--- src/rtl/ser2par8_if.sv ---
// ============================================================================
// Module   : ser2par8_if
// Brief    : Serial-in / parallel-out handshake bundle for ser2par8.
// Revision : 1.0
// ============================================================================
`default_nettype none

interface ser2par8_if #(
  parameter int WIDTH = 8
);
  logic             Start;
  logic             Ser_In;
  logic             Ser_Valid;
  logic             Clr_Ovr;
  logic [WIDTH-1:0] Par_Out;
  logic             EN_Out;
  logic             Busy;
  logic             Ovr;

  modport master (
    output Start,
    output Ser_In,
    output Ser_Valid,
    output Clr_Ovr,
    input  Par_Out,
    input  EN_Out,
    input  Busy,
    input  Ovr
  );

  modport slave (
    input  Start,
    input  Ser_In,
    input  Ser_Valid,
    input  Clr_Ovr,
    output Par_Out,
    output EN_Out,
    output Busy,
    output Ovr
  );
endinterface

`default_nettype wire

--- src/rtl/ser2par8.sv ---
// ============================================================================
// Module   : ser2par8
// Brief    : Frames serial bits into a WIDTH-bit word and strobes a load.
// Revision : 1.0
// ============================================================================
`default_nettype none

module ser2par8 #(
  parameter int WIDTH     = 8,
  parameter bit MSB_FIRST = 1'b1
) (
  input  wire logic clk,
  input  wire logic res,
  ser2par8_if.slave bus
);

  localparam int              CNT_W    = $clog2(WIDTH) + 1;
  localparam logic [CNT_W-1:0] LAST_BIT = CNT_W'(WIDTH - 1);

  typedef enum logic [1:0] {
    IDLE  = 2'd0,
    SHIFT = 2'd1,
    LOAD  = 2'd2
  } state_t;

  state_t           state_q, state_d;
  logic [CNT_W-1:0] cnt_q, cnt_d;
  logic [WIDTH-1:0] shreg_q, shreg_d;
  logic [WIDTH-1:0] par_q, par_d;
  logic             en_q, en_d;
  logic             busy_q, busy_d;
  logic             ovr_q, ovr_d;
  logic [WIDTH-1:0] shifted;

  // Shift direction decides where the first received bit ends up.
  generate
    if (MSB_FIRST) begin : g_msb_first
      assign shifted = {shreg_q[WIDTH-2:0], bus.Ser_In};
    end else begin : g_lsb_first
      assign shifted = {bus.Ser_In, shreg_q[WIDTH-1:1]};
    end
  endgenerate

  always_comb begin
    state_d = state_q;
    cnt_d   = cnt_q;
    shreg_d = shreg_q;
    par_d   = par_q;
    ovr_d   = ovr_q;

    if (bus.Clr_Ovr) begin
      ovr_d = 1'b0;
    end

    case (state_q)
      IDLE: begin
        if (bus.Start) begin
          state_d = SHIFT;
          cnt_d   = '0;
          shreg_d = '0;
        end
      end
      SHIFT: begin
        // A start request mid-frame is flagged; set overrides clear.
        if (bus.Start) begin
          ovr_d = 1'b1;
        end
        if (bus.Ser_Valid) begin
          shreg_d = shifted;
          cnt_d   = cnt_q + CNT_W'(1);
          if (cnt_q == LAST_BIT) begin
            state_d = LOAD;
            par_d   = shifted;
          end
        end
      end
      LOAD: begin
        if (bus.Start) begin
          state_d = SHIFT;
          cnt_d   = '0;
          shreg_d = '0;
        end else begin
          state_d = IDLE;
        end
      end
      default: begin
        state_d = IDLE;
      end
    endcase

    en_d   = (state_d == LOAD);
    busy_d = (state_d == SHIFT);
  end

  always_ff @(posedge clk) begin
    if (res) begin
      state_q <= IDLE;
      cnt_q   <= '0;
      shreg_q <= '0;
      par_q   <= '0;
      en_q    <= 1'b0;
      busy_q  <= 1'b0;
      ovr_q   <= 1'b0;
    end else begin
      state_q <= state_d;
      cnt_q   <= cnt_d;
      shreg_q <= shreg_d;
      par_q   <= par_d;
      en_q    <= en_d;
      busy_q  <= busy_d;
      ovr_q   <= ovr_d;
    end
  end

  assign bus.Par_Out = par_q;
  assign bus.EN_Out  = en_q;
  assign bus.Busy    = busy_q;
  assign bus.Ovr     = ovr_q;

endmodule

`default_nettype wire

--- src/flat_wrapper.sv ---
// flat-port wrapper written by rule: the top's interface ports become plain ports
module ser2par8_flat 
#(
  parameter int WIDTH     = 8,
  parameter bit MSB_FIRST = 1'b1
)
  (clk, res, bus_Start, bus_Ser_In, bus_Ser_Valid, bus_Clr_Ovr, bus_Par_Out, bus_EN_Out, bus_Busy, bus_Ovr);
  ser2par8_if #(.WIDTH(WIDTH)) bus_i ();
  input  wire logic clk;
  input  wire logic res;
  input wire logic [$bits(bus_i.Start)-1:0] bus_Start;
  input wire logic [$bits(bus_i.Ser_In)-1:0] bus_Ser_In;
  input wire logic [$bits(bus_i.Ser_Valid)-1:0] bus_Ser_Valid;
  input wire logic [$bits(bus_i.Clr_Ovr)-1:0] bus_Clr_Ovr;
  output wire logic [$bits(bus_i.Par_Out)-1:0] bus_Par_Out;
  output wire logic [$bits(bus_i.EN_Out)-1:0] bus_EN_Out;
  output wire logic [$bits(bus_i.Busy)-1:0] bus_Busy;
  output wire logic [$bits(bus_i.Ovr)-1:0] bus_Ovr;
  assign bus_i.Start = bus_Start;
  assign bus_i.Ser_In = bus_Ser_In;
  assign bus_i.Ser_Valid = bus_Ser_Valid;
  assign bus_i.Clr_Ovr = bus_Clr_Ovr;
  assign bus_Par_Out = bus_i.Par_Out;
  assign bus_EN_Out = bus_i.EN_Out;
  assign bus_Busy = bus_i.Busy;
  assign bus_Ovr = bus_i.Ovr;
  ser2par8 #(.WIDTH(WIDTH), .MSB_FIRST(MSB_FIRST)) u_core (.clk(clk), .res(res), .bus(bus_i));
endmodule
--- config.mk ---
export PLATFORM = sky130hd
export DESIGN_NAME = ser2par8_flat
export DESIGN_NICKNAME = d
export VERILOG_FILES = /design/src/rtl/ser2par8_if.sv /design/src/rtl/ser2par8.sv /design/src/flat_wrapper.sv
export SDC_FILE = /design/constraint.sdc
export NUM_CORES = 1
export LEC_CHECK = 0
export CORE_MARGIN = 10
export CORE_UTILIZATION = 50
export DETAILED_ROUTE_END_ITERATION = 10
export HOLD_SLACK_MARGIN = 0.05
export PLACE_DENSITY = 0.79
export SLEW_MARGIN = 40
export SYNTH_ARGS = -nofsm -noshare
export SYNTH_HDL_FRONTEND = slang
export SYNTH_SLANG_ARGS = --single-unit
export TNS_END_PERCENT = 20
--- constraint.sdc ---
create_clock -name clk -period 1.9 [get_ports clk]
set_clock_uncertainty 0.05 [all_clocks]
set_input_delay 0.38 -clock clk [delete_from_list [all_inputs] [get_ports clk]]
set_output_delay 0.38 -clock clk [all_outputs]
set_load 0.01 [all_outputs]
==> impl_results.md, run 1 <==
- Total track usage: 9.46%
- Net count, final: 129
- Hold Path Depth: 2
- Gate Count Post-Synth: 105
- Synth-to-Final Area Change: 22.0%
- Layout cell share with drive strength beyond 1: 6.61%
- Clock latency at the later pin of the worst-skew pair: 320 ps
- RSZ-0062 raised after global routing: false
- Setup_tns: 0 ps
- DP Area: 1160 µm²
- Initial DRC Count: 21
- Post-route design area: 1190 µm²
- Initial Util: 54.8%
- Type of the tightest min-delay check: flip-flop to flip-flop
- Reg2Reg Depth: 5
- CTS Buffer Depth: 2
- Most frequent cells in the layout: dfxtp_1 (24), nand2b_1 (18), clkdlybuf4s50_1 (16)
- Max Slew Vio Count: 0
- Finished Layout Cells: 146
- Synth warn: 0
- Cells after DPL: 142
- Initial antenna violation count: 0
- CP top delay family: buffers and inverters
- Cts hold-fix bufs: 0
- Worst slack, placed: 79.4 ps
- DRC: 0
- Post CTS Setup Buffer Count: 0
- Avg Vias per Cell: 5.04
- # IOs: 17
- Worst-path cell chain: clkdlybuf4s50_1
- Most common cell after layout, fill and taps aside: dfxtp_1
- Die H: 64.2 µm
- Die area: 4120 µm²
- Slew @ Worst Pin: 330 ps
- FP Rows: 15
- Final hold vios: 0
- MaxCap Viol Count: 0
- Max-slew headroom: 78.0%
- Resized Gates After CTS: 0
- Max Fclk: 0.607 GHz
- Power Density: 710 nW/µm²
- CP max FO: 2
- Mapped Nets: 112
- First-pass DRT Iterations: 4
- First-pass GRT wire length: 3220 µm
- Hpwl dp: 1340 µm
- Ys async rst share: 0%
- Critical Path RT: 1470 ps
- Post-layout min period: 1650 ps
- Wire per inst: 12.6 µm
- Levels on crit path: 1
- CTS buffer count: 3
- Port Buffer Count: 16
- Number of synthesized flops with an enable pin: 0
- Diode count: 0
- Die X-Extent: 64.2 µm
- CTS tree: built
- Mapped Area: 977 µm²
- Final setup fails: 0
- CP arrival: 1220 ps
- Leak pwr: 0.390 nW
- Slowest Stage Delay on Critical Path: 550 ps
- Crit. End Element: output port
- Crit path buf inv count: 1
- Setup ws final: 253 ps
- Core area: 1780 µm²
- Status: complete, no violations
- Largest net degree at the start of global routing: 33
- Synthesized flop and latch total: 24
- ANT nets after route: 0
- Worst path slowest cell: clkdlybuf4s50_1
- CTS sink cnt: 24
- Clock-pin slew on the worst setup and hold paths: 130 ps
- Routability congestion estimate: 0.733
- Period utilization: 86.7%
- Htree depth: 1
- Register area share after synthesis: 49.2%
- Total Wirelength: 1850 µm
- Crit Path Class: flip-flop to output port
- Total gr overflow: 0
- Vias in the first global route: 690
- Clock root buffer master: clkbuf_4
- Total number of vias: 736
- Post-Syn Area per Cell: 9.31 µm²
- Crit start category: flip-flop
- Library cells used by synthesis: 21
- Ys flop type: dfxtp_1
- Maximum vdd drop: 0.536 mV
==> cell usage after synthesis, types with 2 or more instances <==
cell type	instances	area (µm²)
mux2i_1	8	80.1
nand3_1	10	50.1
clkbuf_1	2	7.51
nand4b_1	2	17.5
nor2b_1	5	31.3
nand2_1	8	30.0
dfxtp_1	24	480
nand2b_1	18	113
buf_2	4	20.0
nor2_1	3	11.3
a21oi_1	11	55.1
==> sequential cells by signal, summed over array words and instances (netlist names) <==
| name | flops |
|---|---|
| u_core.bus.EN_Out | 1 |
| u_core.state_q | 2 |
| u_core.shreg_q | 7 |
| u_core.cnt_q | 4 |
| u_core.bus.Ovr | 1 |
| u_core.bus.Par_Out | 8 |
| u_core.bus.Busy | 1 |
==> through the flow <==
| stage | util (%) | hold WS (ps) | total power [mW] |
|---|---|---|---|
| floorplan | - | 396 | 0.563 |
| global placement | 64.8 | 408 | 0.588 |
| detailed placement | 64.8 | 412 | 0.589 |
| CTS | 66.9 | 436 | 0.859 |
| global route | 66.9 | 456 | 0.887 |
| finish | 66.9 | 431 | 0.846 |
==> worst register-to-register path, cell delays in order, from the launching register on <==
cell	delay, ps
dfxtp_1	410
ha_1	200
nand4b_1	130
nor3b_1	210
buf_4	230
mux2i_1	210
==> report_power, final <==
group | internal, mW | switching, mW | leakage, nW | total [mW]
Combinational | 0.0300 | 0.0319 | 0.174 | 0.0619
Sequential | 0.510 | 0.00584 | 0.194 | 0.516
Clock | 0.117 | 0.151 | 0.0210 | 0.269
==> cell type report <==
| class | instances | area [µm²] |
|---|---|---|
| Clock buffer | 4 | 36.3 |
| Fill cell | 159 | 591 |
| Multi-Input combinational cell | 74 | 462 |
| Sequential cell | 24 | 480 |
| Tap cell | 25 | 31.3 |
| Timing Repair Buffer | 19 | 183 |
==> per-layer routing <==
metal / up-vias / track usage, % / wire length [µm]
met2: 16 / 14.2 / 820
li1: 385 / - / -
met3: 2 / 3.83 / 136
met4: 0 / 4.01 / 31
met1: 333 / 11.7 / 856
met5: - / 0 / 0
==> final timing paths <==
check	from	endpoint	slack [ps]
setup / recovery	u_core.bus.Par_Out[0]	bus_Par_Out[0]	250
hold / removal	u_core.shreg_q[2]	u_core.shreg_q[3]	430
setup reg to reg	u_core.cnt_q[0]	u_core.bus.Par_Out[6]	400
hold reg to reg	u_core.shreg_q[2]	u_core.shreg_q[3]	430
==> kinds of logic after synthesis <==
family	after synthesis	synth area share (%)
AND/OR/NAND/NOR	51	29.5
flip-flops	24	49.2
AO/OA/AOI/OAI	13	7.43
multiplexers	8	8.19
buffers and inverters	7	3.59
XOR/XNOR	1	0.896
adder cells (fa/ha/maj)	1	1.28
No activity file was read; power rests on OpenSTA's default activity.
==> inputs of run 2 (changes only) <==
--- a/config.mk
+++ b/config.mk
@@ -5,11 +5,12 @@
 export SDC_FILE = /design/constraint.sdc
 export NUM_CORES = 1
 export LEC_CHECK = 0
-export CORE_MARGIN = 10
-export CORE_UTILIZATION = 50
+export CORE_MARGIN = 5
+export CORE_UTILIZATION = 59
 export DETAILED_ROUTE_END_ITERATION = 10
+export DONT_BUFFER_PORTS = 1
 export HOLD_SLACK_MARGIN = 0.05
-export PLACE_DENSITY = 0.79
+export PLACE_DENSITY = 0.78
 export SLEW_MARGIN = 40
 export SYNTH_ARGS = -nofsm -noshare
 export SYNTH_HDL_FRONTEND = slang
==> run 2 against run 1 <==
Against the previous run:
- critical path depth is 4 higher
- hold slack worse by 300 ps
- power is 8.9% higher
- largest power group unchanged
==> impl_results.md, run 2 (synthesis gave the netlist of run 1 again) <==
- Status: complete, no violations (unchanged)
- Post-route design area: 1050 µm² (was 1190 µm²)
- Levels on crit path: 5 (was 1)
- Reg-to-reg startpoint: u_core.cnt_q[0] (unchanged)
- CTS tree: built (unchanged)
- Synth-to-Final Area Change: 7.43% (was 22.0%)
- Critical hold path startpoint: bus_Ser_In (was u_core.shreg_q[2])
- Initial DRC Count: 12 (was 21)
- Total track usage: 14.4% (was 9.46%)
- Max Fclk: 0.688 GHz (was 0.607 GHz)
- CP max FO: 10 (was 2)
- Clock root buffer master: clkbuf_4 (unchanged)
- ANT nets after route: 0 (unchanged)
- First-pass DRT Iterations: 4 (unchanged)
- # IOs: 17 (unchanged)
- Total Wirelength: 1650 µm (was 1850 µm)
- Most common cell after layout, fill and taps aside: dfxtp_1 (unchanged)
- Setup_tns: 0 ps (unchanged)
- Vias in the first global route: 628 (was 690)
- Period utilization: 76.5% (was 86.7%)
- Fin util: 68.1% (was 66.9%)
- CTS buffer count: 3 (unchanged)
- Initial antenna violation count: 0 (unchanged)
- Met1 WL: 782 µm (was 856 µm)
- Die H: 50.7 µm (was 64.2 µm)
- Clock latency at the later pin of the worst-skew pair: 310 ps (was 320 ps)
- Die X-Extent: 50.7 µm (was 64.2 µm)
- Met2 Wirelength: 761 µm (was 820 µm)
- Net count, final: 114 (was 129)
- Final hold vios: 0 (unchanged)
- Finished Layout Cells: 122 (was 146)
- RSZ-0062 raised after global routing: false (unchanged)
- Largest register FFs: 8 (unchanged)
- Diode count: 0 (unchanged)
- Post-layout min period: 1450 ps (was 1650 ps)
- Slew @ Worst Pin: 541 ps (was 330 ps)
- Most frequent cells in the layout: dfxtp_1 (24), nand2b_1 (18), a21oi_1 (11) (was dfxtp_1 (24), nand2b_1 (18), clkdlybuf4s50_1 (16))
- Crit Path Class: flip-flop to flip-flop (was flip-flop to output port)
- CTS sink cnt: 24 (unchanged)
- CP arrival: 1660 ps (was 1220 ps)
- Crit path buf inv count: 1 (unchanged)
- Slowest Stage Delay on Critical Path: 390 ps (was 550 ps)
- Worst-path cell chain: ha_1 > nand4b_1 > nor3b_1 > buf_4 > mux2i_1 (was clkdlybuf4s50_1)
- Fill cells: 123 (was 159)
- Cells after DPL: 116 (was 142)
- Die area: 2570 µm² (was 4120 µm²)
- Max-slew headroom: 63.8% (was 78.0%)
- Port Buffer Count: 0 (was 16)
- MaxCap Viol Count: 0 (unchanged)
- Htree depth: 1 (unchanged)
- Hold Path Depth: 2 (unchanged)
- Avg Vias per Cell: 5.53 (was 5.04)
- Clock-pin slew on the worst setup and hold paths: 130 ps (about the same)
- Power Density: 878 nW/µm² (was 710 nW/µm²)
- Reg2Reg Setup Slack: 450 ps (was 400 ps)
- Final setup fails: 0 (unchanged)
- WL met3: 73 µm (was 136 µm)
- FP Rows: 14 (was 15)
- CTS Buffer Depth: 2 (unchanged)
- Critical Path RT: 2100 ps (was 1470 ps)
- Critical R2R Capture: u_core.bus.Par_Out[6] (unchanged)
- Max Slew Vio Count: 0 (unchanged)
- Maximum vdd drop: 0.652 mV (was 0.536 mV)
- Type of the tightest min-delay check: input port to flip-flop (was flip-flop to flip-flop)
- Largest net degree at the start of global routing: 33 (unchanged)
- Uppermost layer routed: met4 (unchanged)
- CP top delay family: flip-flops (was buffers and inverters)
- Core area: 1540 µm² (was 1780 µm²)
- Routability congestion estimate: 0.751 (was 0.733)
- Hold endpoint: u_core.shreg_q[0] (was u_core.shreg_q[3])
- Crit. End Element: flip-flop (was output port)
- First-pass GRT wire length: 2800 µm (was 3220 µm)
- Layout cell share with drive strength beyond 1: 6.60% (was 6.61%)
- DRC: 0 (unchanged)
- Crit start category: flip-flop (unchanged)
- DP Area: 977 µm² (was 1160 µm²)
- Total gr overflow: 0 (unchanged)
- Wire per inst: 13.5 µm (was 12.6 µm)
- Total number of vias: 675 (was 736)
- Reg2Reg Depth: 5 (unchanged)
- Hpwl dp: 1110 µm (was 1340 µm)
- Worst path slowest cell: dfxtp_1 (was clkdlybuf4s50_1)
- Leak pwr: 0.343 nW (was 0.390 nW)
- Initial Util: 63.4% (was 54.8%)
- Resized Gates After CTS: 0 (unchanged)
run 2: layout make-up:
cell class,count,area [µm²],share of cell area [%]
sequential,24,480,45.8
multi-input combinational,74,462,44.0
timing repair buffer,4,35.0,3.34
clock inverter,1,30.0,2.86
clock buffer,3,22.5,2.15
tap,16,20.0,1.91
run 2: worst max-delay path by stage:
stage	startpoint	to	slack [ps]
finish	u_core.cnt_q[0]	u_core.bus.Par_Out[6]	450
global route	u_core.cnt_q[0]	u_core.bus.Par_Out[6]	300
CTS	u_core.cnt_q[0]	u_core.bus.Par_Out[6]	420
detailed placement	u_core.cnt_q[0]	u_core.bus.Par_Out[6]	470
global placement	u_core.cnt_q[0]	u_core.bus.Par_Out[7]	530
floorplan	u_core.cnt_q[0]	u_core.bus.Par_Out[0]	620
run 2: what timing repair did:
action	in CTS	in global routing
hold buffers	0	2
buffers inserted	0	0
hold endpoints to repair	0	15
run 2: metal layers:
metal / vias to the layer above / GRT usage (%)
met3: 4 / 3.85
met4: 0 / 10.2
li1: 352 / -
met2: 12 / 21.5
met1: 307 / 17.7
met5: - / 0
run 2: report_power, final:
part           internal (mW)  switching (mW)
clock network          0.213           0.149
registers              0.510         0.00703
logic                 0.0182          0.0240
total                  0.742           0.180
run 2: through the flow:
step                hold WS [ps]  power (mW)  worst slack (ps)
detailed placement           404       0.563               473
global placement             402       0.562               528
floorplan                    396       0.563               618
finish                       134       0.921               447
global route                 121       0.971               298
CTS                         50.9       0.925               420
